[config.mk]
export PLATFORM = sky130hd
export DESIGN_NAME = fft_iter_ctrl_flat
export DESIGN_NICKNAME = d
export VERILOG_FILES = /design/src/rtl/fft_iter_ctrl_if.sv /design/src/rtl/fft_iter_ctrl.sv /design/src/flat_wrapper.sv
export SDC_FILE = /design/constraint.sdc
export NUM_CORES = 1
export LEC_CHECK = 0
export ABC_AREA = 1
export CAP_MARGIN = 20
export CORE_MARGIN = 2
export CORE_UTILIZATION = 45
export DETAILED_ROUTE_END_ITERATION = 8
export GPL_ROUTABILITY_DRIVEN = 0
export PLACE_DENSITY = 0.74
export SLEW_MARGIN = 10
export SYNTH_ARGS = -nofsm -noshare
export SYNTH_HDL_FRONTEND = slang
export SYNTH_SLANG_ARGS = --single-unit
[constraint.sdc]
create_clock -name clk -period 2.9 [get_ports clk]
set_input_delay 0.58 -clock clk [delete_from_list [all_inputs] [get_ports clk]]
set_output_delay 0.58 -clock clk [all_outputs]
set_load 0.01 [all_outputs]
[src/rtl/fft_iter_ctrl_if.sv]
// Handshake and memory-side bundle between the FFT sequencer and its
// consumers: data RAM, twiddle ROM and the 6-cycle complex butterfly.
interface fft_iter_ctrl_if #(
    parameter int LOG2N = 8
);
    logic             start;
    logic             busy;
    logic             done;
    logic [LOG2N-1:0] stage;
    logic             rd_en;
    logic [LOG2N-1:0] rd_addr_a;
    logic [LOG2N-1:0] rd_addr_b;
    logic [LOG2N-2:0] tw_addr;
    logic             bf_strb;
    logic             wr_en;
    logic [LOG2N-1:0] wr_addr_a;
    logic [LOG2N-1:0] wr_addr_b;

    modport master (
        input  start,
        output busy, done, stage,
        output rd_en, rd_addr_a, rd_addr_b, tw_addr,
        output bf_strb, wr_en, wr_addr_a, wr_addr_b
    );

    modport slave (
        output start,
        input  busy, done, stage,
        input  rd_en, rd_addr_a, rd_addr_b, tw_addr,
        input  bf_strb, wr_en, wr_addr_a, wr_addr_b
    );
endinterface

[src/rtl/fft_iter_ctrl.sv]
// Sequencer for an in-place radix-2 DIT FFT: one read+strobe every BF_PERIOD
// clocks per butterfly, write-back of the previous butterfly one clock later.
module fft_iter_ctrl #(
    parameter int LOG2N     = 8,
    parameter int BF_PERIOD = 6
) (
    input  logic            clk,
    input  logic            rst,
    fft_iter_ctrl_if.master bus
);
    localparam int               JW      = LOG2N - 1;
    localparam logic [JW-1:0]    J_LAST  = '1;
    localparam logic [2:0]       PH_LAST = 3'(BF_PERIOD - 1);
    localparam logic [LOG2N-1:0] S_LAST  = LOG2N'(LOG2N - 1);

    typedef enum logic [2:0] {IDLE, RUN, FLUSH, WB, DONE} state_t;

    state_t           state, state_nxt;
    logic [2:0]       phase, phase_nxt;
    logic [JW-1:0]    j, j_nxt;
    logic [LOG2N-1:0] s, s_nxt;
    logic             load_rd, load_prev, load_wr;

    logic [LOG2N-1:0] rd_a, rd_b, prev_a, prev_b, wr_a, wr_b;
    logic [JW-1:0]    rd_tw;
    logic [LOG2N-1:0] nxt_a, nxt_b, lo_mask, jx;
    logic [JW-1:0]    nxt_tw;

    // Next-state logic. Address registers are loaded only on entry to a
    // strobe cycle so that they stay put between reads; the write address
    // is a delayed copy of the previous read, never recomputed.
    always_comb begin
        state_nxt = state;
        phase_nxt = phase;
        j_nxt     = j;
        s_nxt     = s;
        load_rd   = 1'b0;
        load_prev = 1'b0;
        load_wr   = 1'b0;
        case (state)
            IDLE: begin
                if (bus.start) begin
                    state_nxt = RUN;
                    phase_nxt = 3'd0;
                    j_nxt     = '0;
                    s_nxt     = '0;
                    load_rd   = 1'b1;
                    load_prev = 1'b1;
                end
            end
            RUN: begin
                if (phase == PH_LAST) begin
                    phase_nxt = 3'd0;
                    load_prev = 1'b1;
                    if (j == J_LAST) begin
                        state_nxt = FLUSH;
                    end else begin
                        j_nxt   = j + 1'b1;
                        load_rd = 1'b1;
                    end
                end else begin
                    phase_nxt = phase + 3'd1;
                    load_wr   = (phase == 3'd0) && (j != '0);
                end
            end
            FLUSH: begin
                state_nxt = WB;
                load_wr   = 1'b1;
            end
            WB: begin
                j_nxt     = '0;
                phase_nxt = 3'd0;
                if (s == S_LAST) begin
                    state_nxt = DONE;
                end else begin
                    state_nxt = RUN;
                    s_nxt     = s + 1'b1;
                    load_rd   = 1'b1;
                    load_prev = 1'b1;
                end
            end
            DONE:    state_nxt = IDLE;
            default: state_nxt = IDLE;
        endcase
    end

    // Butterfly j of stage s pairs addr_a with addr_a + 2^s: the group index
    // is shifted up one bit above the position-in-group field.
    always_comb begin
        lo_mask = (LOG2N'(1) << s_nxt) - LOG2N'(1);
        jx      = {1'b0, j_nxt};
        nxt_a   = ((jx & ~lo_mask) << 1) | (jx & lo_mask);
        nxt_b   = nxt_a | (LOG2N'(1) << s_nxt);
        nxt_tw  = JW'((jx & lo_mask) << (S_LAST - s_nxt));
    end

    always_ff @(posedge clk) begin
        if (rst) begin
            state  <= IDLE;
            phase  <= 3'd0;
            j      <= '0;
            s      <= '0;
            rd_a   <= '0;
            rd_b   <= '0;
            rd_tw  <= '0;
            prev_a <= '0;
            prev_b <= '0;
            wr_a   <= '0;
            wr_b   <= '0;
        end else begin
            state <= state_nxt;
            phase <= phase_nxt;
            j     <= j_nxt;
            s     <= s_nxt;
            if (load_prev) begin
                prev_a <= rd_a;
                prev_b <= rd_b;
            end
            if (load_rd) begin
                rd_a  <= nxt_a;
                rd_b  <= nxt_b;
                rd_tw <= nxt_tw;
            end
            if (load_wr) begin
                wr_a <= prev_a;
                wr_b <= prev_b;
            end
        end
    end

    assign bus.busy      = (state == RUN) || (state == FLUSH) || (state == WB);
    assign bus.done      = (state == DONE);
    assign bus.stage     = s;
    assign bus.rd_en     = (state == RUN) && (phase == 3'd0);
    assign bus.bf_strb   = ((state == RUN) && (phase == 3'd0)) || (state == FLUSH);
    assign bus.wr_en     = ((state == RUN) && (phase == 3'd1) && (j != '0)) || (state == WB);
    assign bus.rd_addr_a = rd_a;
    assign bus.rd_addr_b = rd_b;
    assign bus.tw_addr   = rd_tw;
    assign bus.wr_addr_a = wr_a;
    assign bus.wr_addr_b = wr_b;
endmodule

[src/flat_wrapper.sv]
// flat-port wrapper written by rule: the top's interface ports become plain ports
module fft_iter_ctrl_flat 
#(
    parameter int LOG2N     = 8,
    parameter int BF_PERIOD = 6
)
  (clk, rst, bus_start, bus_busy, bus_done, bus_stage, bus_rd_en, bus_rd_addr_a, bus_rd_addr_b, bus_tw_addr, bus_bf_strb, bus_wr_en, bus_wr_addr_a, bus_wr_addr_b);
  fft_iter_ctrl_if #(.LOG2N(LOG2N)) bus_i ();
  input  logic clk;
  input  logic rst;
  input wire logic [$bits(bus_i.start)-1:0] bus_start;
  output wire logic [$bits(bus_i.busy)-1:0] bus_busy;
  output wire logic [$bits(bus_i.done)-1:0] bus_done;
  output wire logic [$bits(bus_i.stage)-1:0] bus_stage;
  output wire logic [$bits(bus_i.rd_en)-1:0] bus_rd_en;
  output wire logic [$bits(bus_i.rd_addr_a)-1:0] bus_rd_addr_a;
  output wire logic [$bits(bus_i.rd_addr_b)-1:0] bus_rd_addr_b;
  output wire logic [$bits(bus_i.tw_addr)-1:0] bus_tw_addr;
  output wire logic [$bits(bus_i.bf_strb)-1:0] bus_bf_strb;
  output wire logic [$bits(bus_i.wr_en)-1:0] bus_wr_en;
  output wire logic [$bits(bus_i.wr_addr_a)-1:0] bus_wr_addr_a;
  output wire logic [$bits(bus_i.wr_addr_b)-1:0] bus_wr_addr_b;
  assign bus_i.start = bus_start;
  assign bus_busy = bus_i.busy;
  assign bus_done = bus_i.done;
  assign bus_stage = bus_i.stage;
  assign bus_rd_en = bus_i.rd_en;
  assign bus_rd_addr_a = bus_i.rd_addr_a;
  assign bus_rd_addr_b = bus_i.rd_addr_b;
  assign bus_tw_addr = bus_i.tw_addr;
  assign bus_bf_strb = bus_i.bf_strb;
  assign bus_wr_en = bus_i.wr_en;
  assign bus_wr_addr_a = bus_i.wr_addr_a;
  assign bus_wr_addr_b = bus_i.wr_addr_b;
  fft_iter_ctrl #(.LOG2N(LOG2N), .BF_PERIOD(BF_PERIOD)) u_core (.clk(clk), .rst(rst), .bus(bus_i));
endmodule
**Yosys cells after proc, flatten, opt, wreduce, memory -nomap -nowiden**

Index checks and enable logic that the tools add are counted.

- Register bits: 76
- Word-level logic and storage cells: 72
- Bits of input ports: 3

- Mux-type cells: 24
- Shift-type cells: 2
- Eq/ne operators: 11
- $add $sub $neg: 5
- Bitwise gates (word level): 5
- Reductions and logical operators: 14

Operators with widths:

| cell | number |
|---|---|
| 7-bit 2-to-1 mux | 3 |
| 7-bit one-hot mux with 3 select lines | 1 |
| 3-bit 2-to-1 mux | 6 |
| 8-bit 2-to-1 mux | 2 |
| 8-bit bitwise OR | 2 |
| 8-bit one-hot mux with 2 select lines | 1 |
| 3-bit one-hot mux with 4 select lines | 1 |
| 3-bit one-hot mux with 3 select lines | 1 |
| 8-bit by 1-bit adder with 8-bit output (second input constant) | 1 |
| 7-bit by 8-bit bitwise AND with 8-bit output | 1 |
| 8-bit by 3-bit equality test with 1-bit output (second input constant) | 1 |
| 1-bit by 8-bit left shift with 8-bit output (first input constant) | 1 |
| 8-bit by 8-bit left shift with 7-bit output | 1 |
| 3-bit by 8-bit subtractor with 8-bit output (first input constant) | 1 |
| 8-bit by 2-bit subtractor with 8-bit output (second input constant) | 1 |
| 7-bit by 1-bit adder with 7-bit output (second input constant) | 1 |
| 7-bit bitwise AND | 1 |
| 7-bit equality test (second input constant) | 1 |
| 7-bit NOT | 1 |
| 7-bit nonzero test | 1 |
| 3-bit by 1-bit equality test with 1-bit output (second input constant) | 2 |
| 3-bit by 2-bit equality test with 1-bit output (second input constant) | 2 |
| 3-bit equality test (second input constant) | 2 |
| 3-bit logical NOT | 2 |
| other kinds (11) | 24 |

**Longest topological paths before layout**

Gate-level depths: netlist (run 1).

- Depth after elaboration: 9
- Mapped depth: 24
- Depth with buffers taken out: 24

**Least setup slack after synthesis (run 1)**

No wires, ideal clock.

- Kind: reg-to-reg
- Start: register u_core.s[0], in the netlist u_core.bus.stage[0]
- End: register u_core.rd_tw[6], in the netlist u_core.bus.tw_addr[6]
- Period minus slack after synthesis: 2.730 ns
- Data required time: 2.833 ns
- Arrival: 2.663 ns
- Cell stages (with the launch flop): 21
- Setup slack: 0.170 ns
- Path through: dfxtp_1 ha_1 nand3_1 o21ai_0 nand2_1 a21oi_2 nand2_2 nor2_8 nand3_1 nor2_1 inv_1 ha_1 inv_1 nand2_1 a21oi_1 nand3_1 nand3_1 nand2_1 clkinv_1 nand2_1 a21oi_2

- Longest elaborated chain between the ends: 7

RTL lines:

| what | line | text |
|---|---|---|
| from (decl) | fft_iter_ctrl.sv:21 | `logic [LOG2N-1:0] s, s_nxt;` |
| from (signal assigned) | fft_iter_ctrl.sv:114 | `s <= s_nxt;` |
| 8-bit by 1-bit adder with 8-bit output or 8-bit by 3-bit equality test with 1-bit output (tied branches) | fft_iter_ctrl.sv:77, fft_iter_ctrl.sv:73 |  |
| 8-bit 2-to-1 mux | fft_iter_ctrl.sv:73 | `if (s == S_LAST) begin` |
| 8-bit one-hot mux with 2 select lines | fft_iter_ctrl.sv:40 | `case (state)` |
| 1-bit by 8-bit left shift with 8-bit output | fft_iter_ctrl.sv:90 | `lo_mask = (LOG2N'(1) << s_nxt) - LOG2N'(1);` |
| 8-bit by 2-bit subtractor with 8-bit output | fft_iter_ctrl.sv:90 |  |
| 7-bit by 8-bit bitwise AND with 8-bit output | fft_iter_ctrl.sv:94 | `nxt_tw = JW'((jx & lo_mask) << (S_LAST - s_nxt));` |
| 8-bit by 8-bit left shift with 7-bit output | fft_iter_ctrl.sv:94 |  |
| to (signal assigned) | fft_iter_ctrl.sv:122 | `rd_tw <= nxt_tw;` |
| to (decl) | fft_iter_ctrl.sv:25 | `logic [JW-1:0] rd_tw;` |

Several ways; a longest one is shown, not always the timed one.
A chain may end at the register's enable or synchronous reset.

**Worst setup path in the final report (run 1)**

- Start: register u_core.state[2]
- End: output port bus_wr_en

- Longest elaborated chain between the ends: 4

RTL lines:

| what | line | text |
|---|---|---|
| from (decl) | fft_iter_ctrl.sv:18 | `state_t state, state_nxt;` |
| from (signal assigned) | fft_iter_ctrl.sv:111 | `state <= state_nxt;` |
| 3-bit by 1-bit equality test with 1-bit output | fft_iter_ctrl.sv:136 | `assign bus.wr_en = ((state == RUN) && (phase == 3'd1) && (j != '0)) \|\| (state == WB);` |
| 1-bit logical AND (2 in a row) | fft_iter_ctrl.sv:136 |  |
| 1-bit logical OR (*) | fft_iter_ctrl.sv:136 |  |
| to (decl) | flat_wrapper.sv:20 | `output wire logic [$bits(bus_i.wr_en)-1:0] bus_wr_en;` |

Mark *: on every way between the ends. The rest lies on a longest branch, timed or not.

==> summary.md, run 1 <==
| Metric | Value |
|---|---|
| CP Capture Type | output port |
| CTS tree | built |
| Layout Cells excl Fill | around 760 |
| Status | completed |
| Fraction of layout cells with a size suffix above 1 | 18.0% |
| Worst Tran Pin Value | 0.679 ns |
| Pre-CTS worst setup slack | -0.320 ns |
| Slew HR | 54.4% |
| CTS Root Cell | clkbuf_8 |
| Highest Signal Layer | met4 |
| Max-cap viol count | 0 |
| Yosys cell types | 43 |
| PD cells | between 400 and 500 nW/um^2 |
| Number of synthesized flops with an enable pin | 0 |
| Vias per cell | 5.32 |
| CTS Sinks | 76 |
| Total die area | 9380 um^2 |
| Mapped Nets | 573 |
| Die X | approximately 97 um |
| Comb pwr share | between 10% and 20% |
| Main flop type after synthesis | dfxtp_1 |
| Leakage power | slightly above 0.002 uW |
| Clock transition at the registers of the reported paths | 0.09 ns |
| Met3 routed WL | 471 um |
| Maximum VDD drop | approximately 0.0002 V |
| Slew Limit Fails | 0 |
| Clock Latency Late Sink | around 0.37 ns |
| Worst-path cell chain | inv_2, nand3_2, inv_1, nand4_1, o21ai_0, clkdlybuf4s50_1 |
| Post-synth top area share | 39.2% |
| Critical Path Source Type | register |
| Layout Utilization | 60.8% |
| Worst path max stage delay | 0.56 ns |
| HP Class | reg -> reg |
| Internal | 1540 uW |
| Num rows | 33 |
| Initial antenna violation count | 0 |
| Async set or reset register ratio after synthesis | 0% |
| Bufs on Longest Clock Path | 2 |
| DRC viols | 0 |
| Largest net degree at the start of global routing | between 40 and 50 |
| Placed Cells incl. Taps | 743 |
| Routed Antenna Nets | 0 |
| Initial DRC count | 205 |
| Min Tclk post-route | 2.65 ns |
| #FFs+latches synth | 76 |
| Critical Path RT | roughly 2.3 ns |
| Initial core utilization | 46.7% |
| Power share of the clock group | a little over a third |
| Crit Path Class | reg -> out |
| Synth area leaders | dfxtp_1, nand2_1, nor2_1 |
| Die Height | 96.8 um |
| Htree depth | 3 |
| Wire length per cell | around 14 um |
| Final Power | between 2000 and 2500 uW |
| Switching Fraction | 30.2% |
| Hpwl dp | 7.52 mm |
| Sequential power share | roughly half |
| CP arrival | 2.07 ns |
| P_sw | roughly 660 uW |
| Syn Area/Cell | 6.86 um^2 |
| Max Clock Skew | 0.0158 ns |
| GR Overflow Total | 0 |
| Core ar. | 8300 um^2 |
| Worst setup margin | 0.251 ns |
| Commonest non-fill, non-tap cell in the layout | nand2_1 |
| Syn. warnings | 0 |
| Vias in the first global route | around 3800 |
| CP max stage cell | clkdlybuf4s50_1 |
| Worst hold slack | 0.472 ns |
| Final period utilization | 91.3% |
| Layout filler cell count | between 700 and 800 |
| Largest area contributor in the netlist | dfxtp_1 |
| DRT Pass-1 Iters | 5 |
| Vias | 4051 |
| Routed met2 length | 4.98 mm |
| Wl on met1 | 4.59 mm |
| RSZ-0062 raised after global routing | false |
| Fin. Hold Viols | 0 |
| Detailed Route WL | just over 10 mm |
| Commonest cells after routing, fill and taps aside | nand2_1, nor2_1, dfxtp_1 |
| Antenna diode count | 0 |
| F_max | 378 MHz |
| Number of CTS-inserted buffers | 9 |
| IO Port Bufs | 54 |
| First-pass GRT wire length | 17.1 mm |
| Final #Nets | 659 |
| Crit path max fanout | 8 |
| # IOs | 55 |
| Total track usage | 21.7% |
| Final Setup Violations | 0 |
| Seq/Total Area, Yosys | 39.2% |
| Area grow syn2layout | 30.2% |
| Syn Std Cell Area | a little under 4000 um^2 |
| Post-Synthesis Cells | 565 |
[what timing repair did]
action                     in CTS  in global routing
gates resized for setup         0                 31
hold buffers                    0                  0
buffers inserted                0                  2
setup endpoints to repair       0                 15
[cell usage after synthesis, types with 2 or more instances]
cell        n
inv_2       6
nor2_1     80
a31oi_1     3
xor2_1      2
nand2_2     2
nor3_2      3
o31ai_1     2
clkinv_1    2
nand4_1    10
o21ai_2     3
a21oi_2     2
buf_4       2
nand2_1   123
dfxtp_1    76
a21oi_1    43
clkbuf_1   15
nand3_2     5
nand4_2     3
ha_1        5
or2_2       4
nor2_2      3
o211ai_1    3
nor3_1      6
nand3_1    48
o21ai_0    41
o21ai_1     2
inv_1      55
[final cells by class]
type | instances | area (um^2) | share of cell area [%]
Tap cell | 105 | 131 | 2.60
Clock inverter | 7 | 67.6 | 1.34
Sequential cell | 76 | 1530 | 30.3
Inverter | 64 | 243 | 4.81
Timing Repair Buffer | 93 | 836 | 16.6
Multi-Input combinational cell | 407 | 2120 | 41.9
Clock buffer | 9 | 124 | 2.45
[layer usage]
metal / GRT usage (%) / vias up
li1: - / 2030
met1: 27.9 / 1883
met2: 35.1 / 118
met3: 3.68 / 20
met4: 10.9 / 0
met5: 0 / -
[state kept, by name, indices dropped and copies added (netlist names)]
signal and count:
u_core.bus.rd_addr_a 8, u_core.bus.rd_addr_b 8, u_core.bus.stage 8, u_core.bus.wr_addr_a 8, u_core.bus.wr_addr_b 8, u_core.prev_a 8
u_core.prev_b 8, u_core.bus.tw_addr 7, u_core.j 7, u_core.phase 3, u_core.state 3
[critical path, delay by kind of cell, from the launching register on]
family / cells / cell delay (ns)
buffers and inverters: 3 / 0.91
AO/OA/AOI/OAI: 1 / 0.16
AND/OR/NAND/NOR: 2 / 0.29
flip-flops: 1 / 0.34
[power groups by stage]
stage	sequential, uW	combinational (uW)	clock, uW
final	1110	308	783
after detailed placement	1130	301	0
after global placement	1130	294	0
after global routing	1110	341	839
after CTS	1110	301	798
after floorplan	1140	170	0
[per-stage QoR]
step                      area (um^2)  TNS, ns
after floorplan                  3880        0
after global placement           4750    -1.27
after detailed placement         4750    -2.95
after CTS                        4940        0
after global routing             5050        0
final                            5050        0
[cells by family after synthesis]
kind of cell	Yosys count	share of synthesized area, %
xor+xnor	2	0.452
simple gates	292	34.8
flops	76	39.2
compound gates	108	15.7
fa+ha+maj	5	1.61
buf+inv	82	8.20
[path summary, 6_finish.rpt]
path,startpoint,slack (ns),to,depth (start not counted)
setup / recovery,u_core.state[2],0.25,bus_wr_en,6
hold / removal,u_core.bus.tw_addr[3],0.47,u_core.bus.tw_addr[3],2
setup reg to reg,u_core.bus.stage[0],0.27,u_core.bus.tw_addr[5],20
hold reg to reg,u_core.bus.tw_addr[3],0.47,u_core.bus.tw_addr[3],2
No activity file was read; power rests on OpenSTA's default activity.
==> run 2: changes to the inputs <==
--- a/config.mk
+++ b/config.mk
@@ -6,7 +6,6 @@
 export NUM_CORES = 1
 export LEC_CHECK = 0
 export ABC_AREA = 1
-export CAP_MARGIN = 20
 export CORE_MARGIN = 2
 export CORE_UTILIZATION = 45
 export DETAILED_ROUTE_END_ITERATION = 8
==> results of run 2 <==
Final layout, timing and power as in run 1 (identical DEF).
